## src/rtl/reg_scoreboard_if.sv

```systemverilog
// Issue/retire/query bundle between decode, write-back and the register scoreboard.
interface reg_scoreboard_if #(
   parameter int unsigned NREG = 32,
   parameter int unsigned AW   = 5
);
   logic            flush;
   logic            issue_valid;
   logic            issue_we;
   logic [AW-1:0]   issue_dst;
   logic [AW-1:0]   rs_addr;
   logic            rs_used;
   logic [AW-1:0]   rt_addr;
   logic            rt_used;
   logic            stall;
   logic            retire_valid;
   logic [AW-1:0]   retire_dst;
   logic [NREG-1:0] busy_vec;
   logic [5:0]      inflight_cnt;
   logic            err;

   modport master (
      output flush, issue_valid, issue_we, issue_dst, rs_addr, rs_used, rt_addr, rt_used,
      output retire_valid, retire_dst,
      input  stall, busy_vec, inflight_cnt, err
   );

   modport slave (
      input  flush, issue_valid, issue_we, issue_dst, rs_addr, rs_used, rt_addr, rt_used,
      input  retire_valid, retire_dst,
      output stall, busy_vec, inflight_cnt, err
   );
endinterface

```

## src/rtl/reg_scoreboard.sv

```systemverilog
// Per-register pending-write counters; raises stall on RAW hazards or counter saturation.
module reg_scoreboard #(
   parameter int unsigned NREG = 32,
   parameter int unsigned AW   = 5,
   parameter int unsigned CW   = 2
) (
   input logic              clk,
   input logic              rst,
   reg_scoreboard_if.slave  sb
);
   localparam logic [CW-1:0] CMAX = '1;

   logic [CW-1:0]   cnt_q [NREG];
   logic [CW-1:0]   cnt_d [NREG];
   logic [5:0]      infl_q, infl_d;
   logic            err_q, err_d;
   logic [NREG-1:0] eff_busy;
   logic [NREG-1:0] busy;
   logic            sat_block, stall_c, inc, ret, dec, same_reg;

   // A same-cycle retire of the register clears the hazard (write-through register file).
   always_comb begin
      for (int unsigned r = 0; r < NREG; r++) begin
         eff_busy[r] = (r != 0) &&
                       (cnt_q[r] > CW'(sb.retire_valid && (sb.retire_dst == AW'(r))));
      end
   end

   assign sat_block = sb.issue_we && (sb.issue_dst != '0) && (cnt_q[sb.issue_dst] == CMAX) &&
                      !(sb.retire_valid && (sb.retire_dst == sb.issue_dst));

   assign stall_c = !rst && !sb.flush && sb.issue_valid &&
                    ((sb.rs_used && eff_busy[sb.rs_addr]) ||
                     (sb.rt_used && eff_busy[sb.rt_addr]) || sat_block);

   assign inc      = sb.issue_valid && !stall_c && !sb.flush && sb.issue_we &&
                     (sb.issue_dst != '0);
   assign ret      = sb.retire_valid && (sb.retire_dst != '0);
   assign dec      = ret && (cnt_q[sb.retire_dst] != '0);
   assign same_reg = sb.issue_dst == sb.retire_dst;

   always_comb begin
      cnt_d  = cnt_q;
      infl_d = infl_q;
      err_d  = err_q;
      if (sb.flush) begin
         for (int unsigned r = 0; r < NREG; r++) begin
            cnt_d[r] = '0;
         end
         infl_d = '0;
      end else begin
         if (ret && !dec) begin
            err_d = 1'b1;
         end
         if (!(inc && dec && same_reg)) begin
            if (inc) begin
               if (cnt_q[sb.issue_dst] == CMAX) begin
                  err_d = 1'b1;
               end else begin
                  cnt_d[sb.issue_dst] = cnt_q[sb.issue_dst] + CW'(1);
                  infl_d              = infl_q + 6'd1;
               end
            end
            if (dec) begin
               cnt_d[sb.retire_dst] = cnt_q[sb.retire_dst] - CW'(1);
               infl_d               = infl_d - 6'd1;
            end
         end
      end
   end

   always_ff @(posedge clk or posedge rst) begin
      if (rst) begin
         for (int unsigned r = 0; r < NREG; r++) begin
            cnt_q[r] <= '0;
         end
         infl_q <= '0;
         err_q  <= 1'b0;
      end else begin
         cnt_q  <= cnt_d;
         infl_q <= infl_d;
         err_q  <= err_d;
      end
   end

   always_comb begin
      for (int unsigned r = 0; r < NREG; r++) begin
         busy[r] = cnt_q[r] != '0;
      end
   end

   assign sb.busy_vec     = busy;
   assign sb.inflight_cnt = infl_q;
   assign sb.err          = err_q;
   assign sb.stall        = stall_c;
endmodule

```

## src/flat_wrapper.sv

```systemverilog
// flat-port wrapper written by rule: the top's interface ports become plain ports
module reg_scoreboard_flat 
#(
   parameter int unsigned NREG = 32,
   parameter int unsigned AW   = 5,
   parameter int unsigned CW   = 2
)
  (clk, rst, sb_flush, sb_issue_valid, sb_issue_we, sb_issue_dst, sb_rs_addr, sb_rs_used, sb_rt_addr, sb_rt_used, sb_retire_valid, sb_retire_dst, sb_stall, sb_busy_vec, sb_inflight_cnt, sb_err);
  reg_scoreboard_if #(.NREG(NREG), .AW(AW)) sb_i ();
  input logic clk;
  input logic rst;
  input wire logic [$bits(sb_i.flush)-1:0] sb_flush;
  input wire logic [$bits(sb_i.issue_valid)-1:0] sb_issue_valid;
  input wire logic [$bits(sb_i.issue_we)-1:0] sb_issue_we;
  input wire logic [$bits(sb_i.issue_dst)-1:0] sb_issue_dst;
  input wire logic [$bits(sb_i.rs_addr)-1:0] sb_rs_addr;
  input wire logic [$bits(sb_i.rs_used)-1:0] sb_rs_used;
  input wire logic [$bits(sb_i.rt_addr)-1:0] sb_rt_addr;
  input wire logic [$bits(sb_i.rt_used)-1:0] sb_rt_used;
  input wire logic [$bits(sb_i.retire_valid)-1:0] sb_retire_valid;
  input wire logic [$bits(sb_i.retire_dst)-1:0] sb_retire_dst;
  output wire logic [$bits(sb_i.stall)-1:0] sb_stall;
  output wire logic [$bits(sb_i.busy_vec)-1:0] sb_busy_vec;
  output wire logic [$bits(sb_i.inflight_cnt)-1:0] sb_inflight_cnt;
  output wire logic [$bits(sb_i.err)-1:0] sb_err;
  assign sb_i.flush = sb_flush;
  assign sb_i.issue_valid = sb_issue_valid;
  assign sb_i.issue_we = sb_issue_we;
  assign sb_i.issue_dst = sb_issue_dst;
  assign sb_i.rs_addr = sb_rs_addr;
  assign sb_i.rs_used = sb_rs_used;
  assign sb_i.rt_addr = sb_rt_addr;
  assign sb_i.rt_used = sb_rt_used;
  assign sb_i.retire_valid = sb_retire_valid;
  assign sb_i.retire_dst = sb_retire_dst;
  assign sb_stall = sb_i.stall;
  assign sb_busy_vec = sb_i.busy_vec;
  assign sb_inflight_cnt = sb_i.inflight_cnt;
  assign sb_err = sb_i.err;
  reg_scoreboard #(.NREG(NREG), .AW(AW), .CW(CW)) u_core (.clk(clk), .rst(rst), .sb(sb_i));
endmodule
```

## config.mk

```make
export PLATFORM = sky130hd
export DESIGN_NAME = reg_scoreboard_flat
export DESIGN_NICKNAME = d
export VERILOG_FILES = /design/src/rtl/reg_scoreboard_if.sv /design/src/rtl/reg_scoreboard.sv /design/src/flat_wrapper.sv
export SDC_FILE = /design/constraint.sdc
export NUM_CORES = 1
export LEC_CHECK = 0
export ABC_AREA = 1
export CORE_UTILIZATION = 39
export DETAILED_ROUTE_END_ITERATION = 12
export PLACE_DENSITY_LB_ADDON = 0.2
export SYNTH_ARGS = -nofsm -noshare
export SYNTH_HDL_FRONTEND = slang
export SYNTH_SLANG_ARGS = --single-unit
```

## constraint.sdc

```tcl
create_clock -name clk -period 9.1 [get_ports clk]
set_clock_uncertainty 0.05 [all_clocks]
set_input_delay 1.82 -clock clk [delete_from_list [all_inputs] [get_ports clk]]
set_output_delay 1.82 -clock clk [all_outputs]
set_load 0.01 [all_outputs]
```

# Word level (Yosys, flattened, before mapping)
# Index checks and enable logic that the tools add are counted.
[totals]
ff_bits = 71
in_bits = 28
output_inout_bits = 40
word_cells = 239
[classes]
addsub = 4
order_cmp = 37
n_eq_ne = 35
mux = 34
n_bitwise = 2
reduce_logical = 93
[op_table]
columns = ["op", "count"]
rows = [
  ["64-bit 2-to-1 mux", 7],
  ["64-bit bitwise mux", 2],
  ["5-bit equality test, second input constant", 16],
  ["2-bit nonzero test", 33],
  ["2-bit by 1-bit greater-than comparator with 1-bit output", 31],
  ["1-bit logical AND", 51],
  ["6-bit 2-to-1 mux", 7],
  ["5-bit by 4-bit equality test with 1-bit output, second input constant", 8],
  ["2-bit binary-select mux with 5-bit select", 2],
  ["2-bit demux with 5-bit select", 2],
  ["5-bit by 3-bit equality test with 1-bit output, second input constant", 4],
  ["6-bit >= comparator, second input constant", 2],
  ["5-bit by 6-bit < comparator with 1-bit output, second input constant", 2],
  ["6-bit by 1-bit < comparator with 1-bit output, second input constant", 2],
  ["2-bit 2-to-1 mux", 6],
  ["5-bit inverter with 6-bit output", 2],
  ["1-bit binary-select mux with 5-bit select", 2],
  ["5-bit by 2-bit equality test with 1-bit output, second input constant", 2],
  ["5-bit equality test", 2],
  ["5-bit nonzero test", 2],
  ["6-bit by 1-bit adder with 6-bit output, second input constant", 1],
  ["1-bit 2-to-1 mux", 6],
  ["6-bit by 1-bit subtractor with 6-bit output, second input constant", 1],
  ["5-bit by 1-bit equality test with 1-bit output, second input constant", 1],
  ["other kinds (6)", 11],
]

# Logic depth before layout (Yosys ltp)
[depth]
ltp_word = 22
ltp_mapped = 29
ltp_nobuf = 28

# Worst setup path before layout
# No wires, ideal clock.
[synth_timing]
kind = "input to output"
from = "input sb_retire_dst[1]"
to = "output sb_stall"
t_arrival_ns = 3.959
slack_ns = 3.271
cell_stages = 18
n_path_buf = 1
path_cell_list = "nor2_1 > clkinv_1 > clkbuf_1 > nor2_1 > inv_1 > nor2_1 > ha_1 > o21ai_0 > nand2_1 > nand3_1 > nand3_1 > nand3_1 > nand2_1 > nand2_1 > nand3_1 > nand3_2 > nand2_4 > inv_1"
[synth_between]
elab_chain_len = 9
[synth_rtl]
columns = ["element", "line", "rtl"]
rows = [
  ["from (decl)", "flat_wrapper.sv:21", "input wire logic [$bits(sb_i.retire_dst)-1:0] sb_retire_dst;"],
  ["5-bit by 1-bit equality test with 1-bit output (tied with other cells)", "reg_scoreboard.sv:25", "(cnt_q[r] > CW'(sb.retire_valid && (sb.retire_dst == AW'(r))));"],
  ["1-bit logical AND", "reg_scoreboard.sv:25", ""],
  ["2-bit by 1-bit greater-than comparator with 1-bit output", "reg_scoreboard.sv:25", ""],
  ["1-bit binary-select mux with 5-bit select, on equally long branches", "reg_scoreboard.sv:33, reg_scoreboard.sv:34", ""],
  ["1-bit 2-to-1 mux, on equally long branches", "reg_scoreboard.sv:33, reg_scoreboard.sv:34", ""],
  ["1-bit logical AND, on equally long branches", "reg_scoreboard.sv:33, reg_scoreboard.sv:34", ""],
  ["1-bit logical OR", "reg_scoreboard.sv:33", "((sb.rs_used && eff_busy[sb.rs_addr]) ||"],
  ["1-bit logical OR (*)", "reg_scoreboard.sv:34", "(sb.rt_used && eff_busy[sb.rt_addr]) || sat_block);"],
  ["1-bit logical AND (*)", "reg_scoreboard.sv:32", "assign stall_c = !rst && !sb.flush && sb.issue_valid &&"],
  ["to (decl)", "flat_wrapper.sv:22", "output wire logic [$bits(sb_i.stall)-1:0] sb_stall;"],
]
# Mark *: on every way between the ends. The rest lies on a longest branch, timed or not. The select of a mux whose other input is x is not followed.

# Worst setup path in the final report
[layout_timing]
from = "input sb_retire_dst[0]"
to = "output sb_stall"
# Same word-level chain as after synthesis.

==> run summary <==
Design Area, Final - 0.00886 mm^2
First-pass GRT wire length - 47.8 mm
Clock Sinks - 71
Diode count - 0
RR Endpoint - u_core.sb.inflight_cnt[0]
Syn Std Cell Area - 0.00773 mm^2
Core Rows - 51
Synthesis Warnings - 0
P&R area growth vs syn - 14.6%
Post-route ant nets - 0
CP max FO - 19
Latest clock arrival within the worst-skew pair - 360 ps
Worst Tran Pin Value - 804 ps
Final core occ - 0.455
Fin. Hold Viols - 0
Critical R2R Launch - u_core.cnt_q[15]
Startpoint types - input pin
TritonCTS Buffers - 9
RSZ-0062 raised after global routing - no
Placeable Area - 0.0195 mm^2
GP Congestion - 1.06
Pre-antenna DRT Iters - 6
Post-Syn Instances - 1301
Arr. time, crit path - 6170 ps
PortBufs - 67
Synth cell types - 41
Share of cells above drive strength 1 - 0.0541
P_leak - 3.99 nW
Register area - 0.00178 mm^2
Post-CTS setup buffer count - 0
Via density - 5.62
TritonCTS clock tree - done
Starting density of the core - 0.397
CP peak stage delay - 710 ps
Slew margin rel. - 0.463
Status - finished clean
Critical path, cell by cell - clkdlybuf4s50_1 > inv_1 > nor2_1 > clkinv_1 > nor2_1 > inv_1 > nor2_1 > ha_1 > o21ai_0 > nand2_1 > nand2_1 > nand3_1 > nand3_1 > nand2_1 > nand2_1 > nand3_1 > nand3_2 > nand2_4 > inv_1 > clkdlybuf4s50_1
Total via count after detailed routing - 9079
Crit path buffers/inverters - 6
R2R Setup Slk - 4530 ps
DP HPWL - 23.0 mm
Wirelength per Cell - 19.5 um
DR DRC count - 0
CTS max path bufs - 2
Fillers - 2078
Drt total wl - 31.5 mm
R2R depth - 18
Max Clk Rate - 0.124 GHz
Critical Path End Type - primary output
Post_cts resized - 0
Number of nets in the layout - 1409
Hold path depth - 1
I/O pin count - 68
Syn nets - 1364
Final Critical Period - 8040 ps
Final setup violation count - 0
Hold Crit Class - reg -> reg
Avg Inst Size Synth - 5.94 um^2
DIE AREA - 0.0204 mm^2
Clock slew at reported path FFs - 60 ps
VDD IR max - 0.0000888 V
Fin. max-slew vios - 0
Die H - 143 um
Die width - 143 um
Initial antenna violation count - 0
Main synth FF type - dfrtp_1
Final Cycle Share - 0.884
HP Start - u_core.sb.err
Root Buffer - clkbuf_16
Top cell family by delay on the critical path - buffers and inverters
Ys async rst share - 1.00
CP Class - in -> out
Hold buffer count at CTS - 0
Pwr dens - 98.4 mW/mm^2
Number of global-route vias before repair - 8175
Gr usage total - 0.319
Number of H-tree levels - 3
Seq cells post-synth - 71
Most used cell, CP - nand2_1
Hold path endpoint - u_core.sb.err
Global route overflow - 0
Final instance count without filler cells - 1615
Placed inst area - 0.00856 mm^2
Post-synthesis sequential area ratio - 0.230
Worst hold slack - 433 ps
Placed Instances - 1600
Post-Route Setup TNS - 0 ps
Number of max-cap violations - 0
Crit-path slowest cell - clkinv_1
Largest net degree at the start of global routing - 65
Area of the multi-input gates - 0.00494 mm^2
1st-iter DRT viols - 972
Count of flip-flops with a built-in enable after synthesis - 0
Worst Path Required - 7230 ps
cells by family after synthesis:
| group | after synthesis | synth area share |
|---|---|---|
| AOI/OAI and AO/OA | 269 | 0.193 |
| xor gates and xnor gates | 8 | 0.00907 |
| adders and majority gates | 35 | 0.0567 |
| buffers and inverters | 239 | 0.131 |
| DFF | 71 | 0.230 |
| muxes | 1 | 0.00130 |
| and+or+nand+nor | 678 | 0.379 |
final cells by class:
cell class / instances / area share
clock inverters: 5 / 0.00664
well taps: 265 / 0.0374
clock buffers: 10 / 0.0270
repair buffers: 86 / 0.0918
flip-flops and latches: 71 / 0.201
multi-input cells: 991 / 0.557
inverters: 187 / 0.0792
how the worst max path moves through the flow:
| stage | startpoint | to | slack [ps] | cells after the start |
|---|---|---|---|---|
| 6_report | sb_retire_dst[0] | sb_stall | 1060 | 20 |
| 5_1_grt | sb_retire_dst[0] | sb_stall | 800 | 20 |
| 3_3_place_gp | sb_retire_dst[0] | sb_stall | 1260 | 20 |
| 4_1_cts | sb_retire_dst[0] | sb_stall | 1240 | 20 |
| 3_5_place_dp | sb_retire_dst[0] | sb_stall | 1230 | 20 |
| 2_1_floorplan | sb_retire_dst[1] | sb_stall | 3270 | 18 |
layout by cell type (no fill, tap or decap), types with 3 or more instances in the layout:
| master | n |
|---|---|
| inv_2 | 12 |
| nor2_1 | 133 |
| clkdlybuf4s50_1 | 67 |
| clkbuf_16 | 9 |
| nand2_4 | 6 |
| buf_4 | 19 |
| nand2_1 | 372 |
| nand4_1 | 3 |
| inv_1 | 165 |
| o21ai_1 | 30 |
| nand3_1 | 129 |
| o22ai_1 | 39 |
| a21oi_1 | 83 |
| dfrtp_1 | 71 |
| nand2_2 | 8 |
| clkinv_1 | 10 |
| xor2_1 | 3 |
| ha_1 | 35 |
| o21ai_0 | 89 |
| nor3_1 | 12 |
| a22oi_1 | 7 |
| o2111ai_1 | 3 |
| xnor2_1 | 5 |
| o221ai_1 | 7 |
| a221oi_1 | 6 |
Yosys cell counts, types with 2 or more instances:
| cell type | instances | area share |
|---|---|---|
| nand2_1 | 372 | 0.18 |
| inv_1 | 166 | 0.081 |
| nor2_1 | 133 | 0.065 |
| nand3_1 | 129 | 0.084 |
| o21ai_0 | 89 | 0.058 |
| a21oi_1 | 83 | 0.054 |
| dfrtp_1 | 71 | 0.23 |
| o22ai_1 | 39 | 0.032 |
| ha_1 | 35 | 0.057 |
| o21ai_1 | 30 | 0.019 |
| clkbuf_1 | 20 | 0.0097 |
| buf_2 | 16 | 0.010 |
| nor3_1 | 12 | 0.0078 |
| inv_2 | 11 | 0.0053 |
| buf_6 | 10 | 0.015 |
| clkinv_1 | 10 | 0.0049 |
| nand2_2 | 8 | 0.0065 |
| a22oi_1 | 7 | 0.0068 |
| o221ai_1 | 7 | 0.0079 |
| a221oi_1 | 6 | 0.0068 |
| nand2_4 | 6 | 0.0087 |
| xnor2_1 | 5 | 0.0057 |
| buf_4 | 3 | 0.0029 |
| nand4_1 | 3 | 0.0024 |
| o2111ai_1 | 3 | 0.0034 |
| xor2_1 | 3 | 0.0034 |
| a22o_1 | 2 | 0.0023 |
| buf_1 | 2 | 0.00097 |
| nand3_2 | 2 | 0.0026 |
| nand3b_1 | 2 | 0.0019 |
| nor2_4 | 2 | 0.0029 |
| nor2_8 | 2 | 0.0052 |
| nor3_4 | 2 | 0.0042 |
| nor4_1 | 2 | 0.0016 |
| o21ai_2 | 2 | 0.0023 |
metrics by stage:
stage               worst slack, ps  power (W)
global route                    801   0.000904
CTS                            1240   0.000872
detailed placement             1230   0.000496
finish                         1060   0.000871
floorplan                      3270   0.000434
global placement               1260   0.000497
metal layers:
layer,global-route usage,vias up,wire (um)
met5,0,-,0
met4,0.145,0,1260
met3,0.0540,75,2750
met2,0.490,463,13800
met1,0.434,4207,13700
li1,-,4334,-
power breakdown:
group | leakage, nW | internal (W) | total (W) | switching (W)
Combinational | 2.87 | 0.0000524 | 0.000170 | 0.000117
Clock | 0.141 | 0.000218 | 0.000377 | 0.000159
Sequential | 0.983 | 0.000319 | 0.000324 | 0.00000490
Total | 3.99 | 0.000590 | 0.000871 | 0.000281
state kept, by name (all words and copies together), names as in the netlist:
| name | cells |
|---|---|
| u_core.cnt_q | 64 |
| u_core.sb.err | 1 |
| u_core.sb.inflight_cnt | 6 |
(Power assumes the default switching activity.)
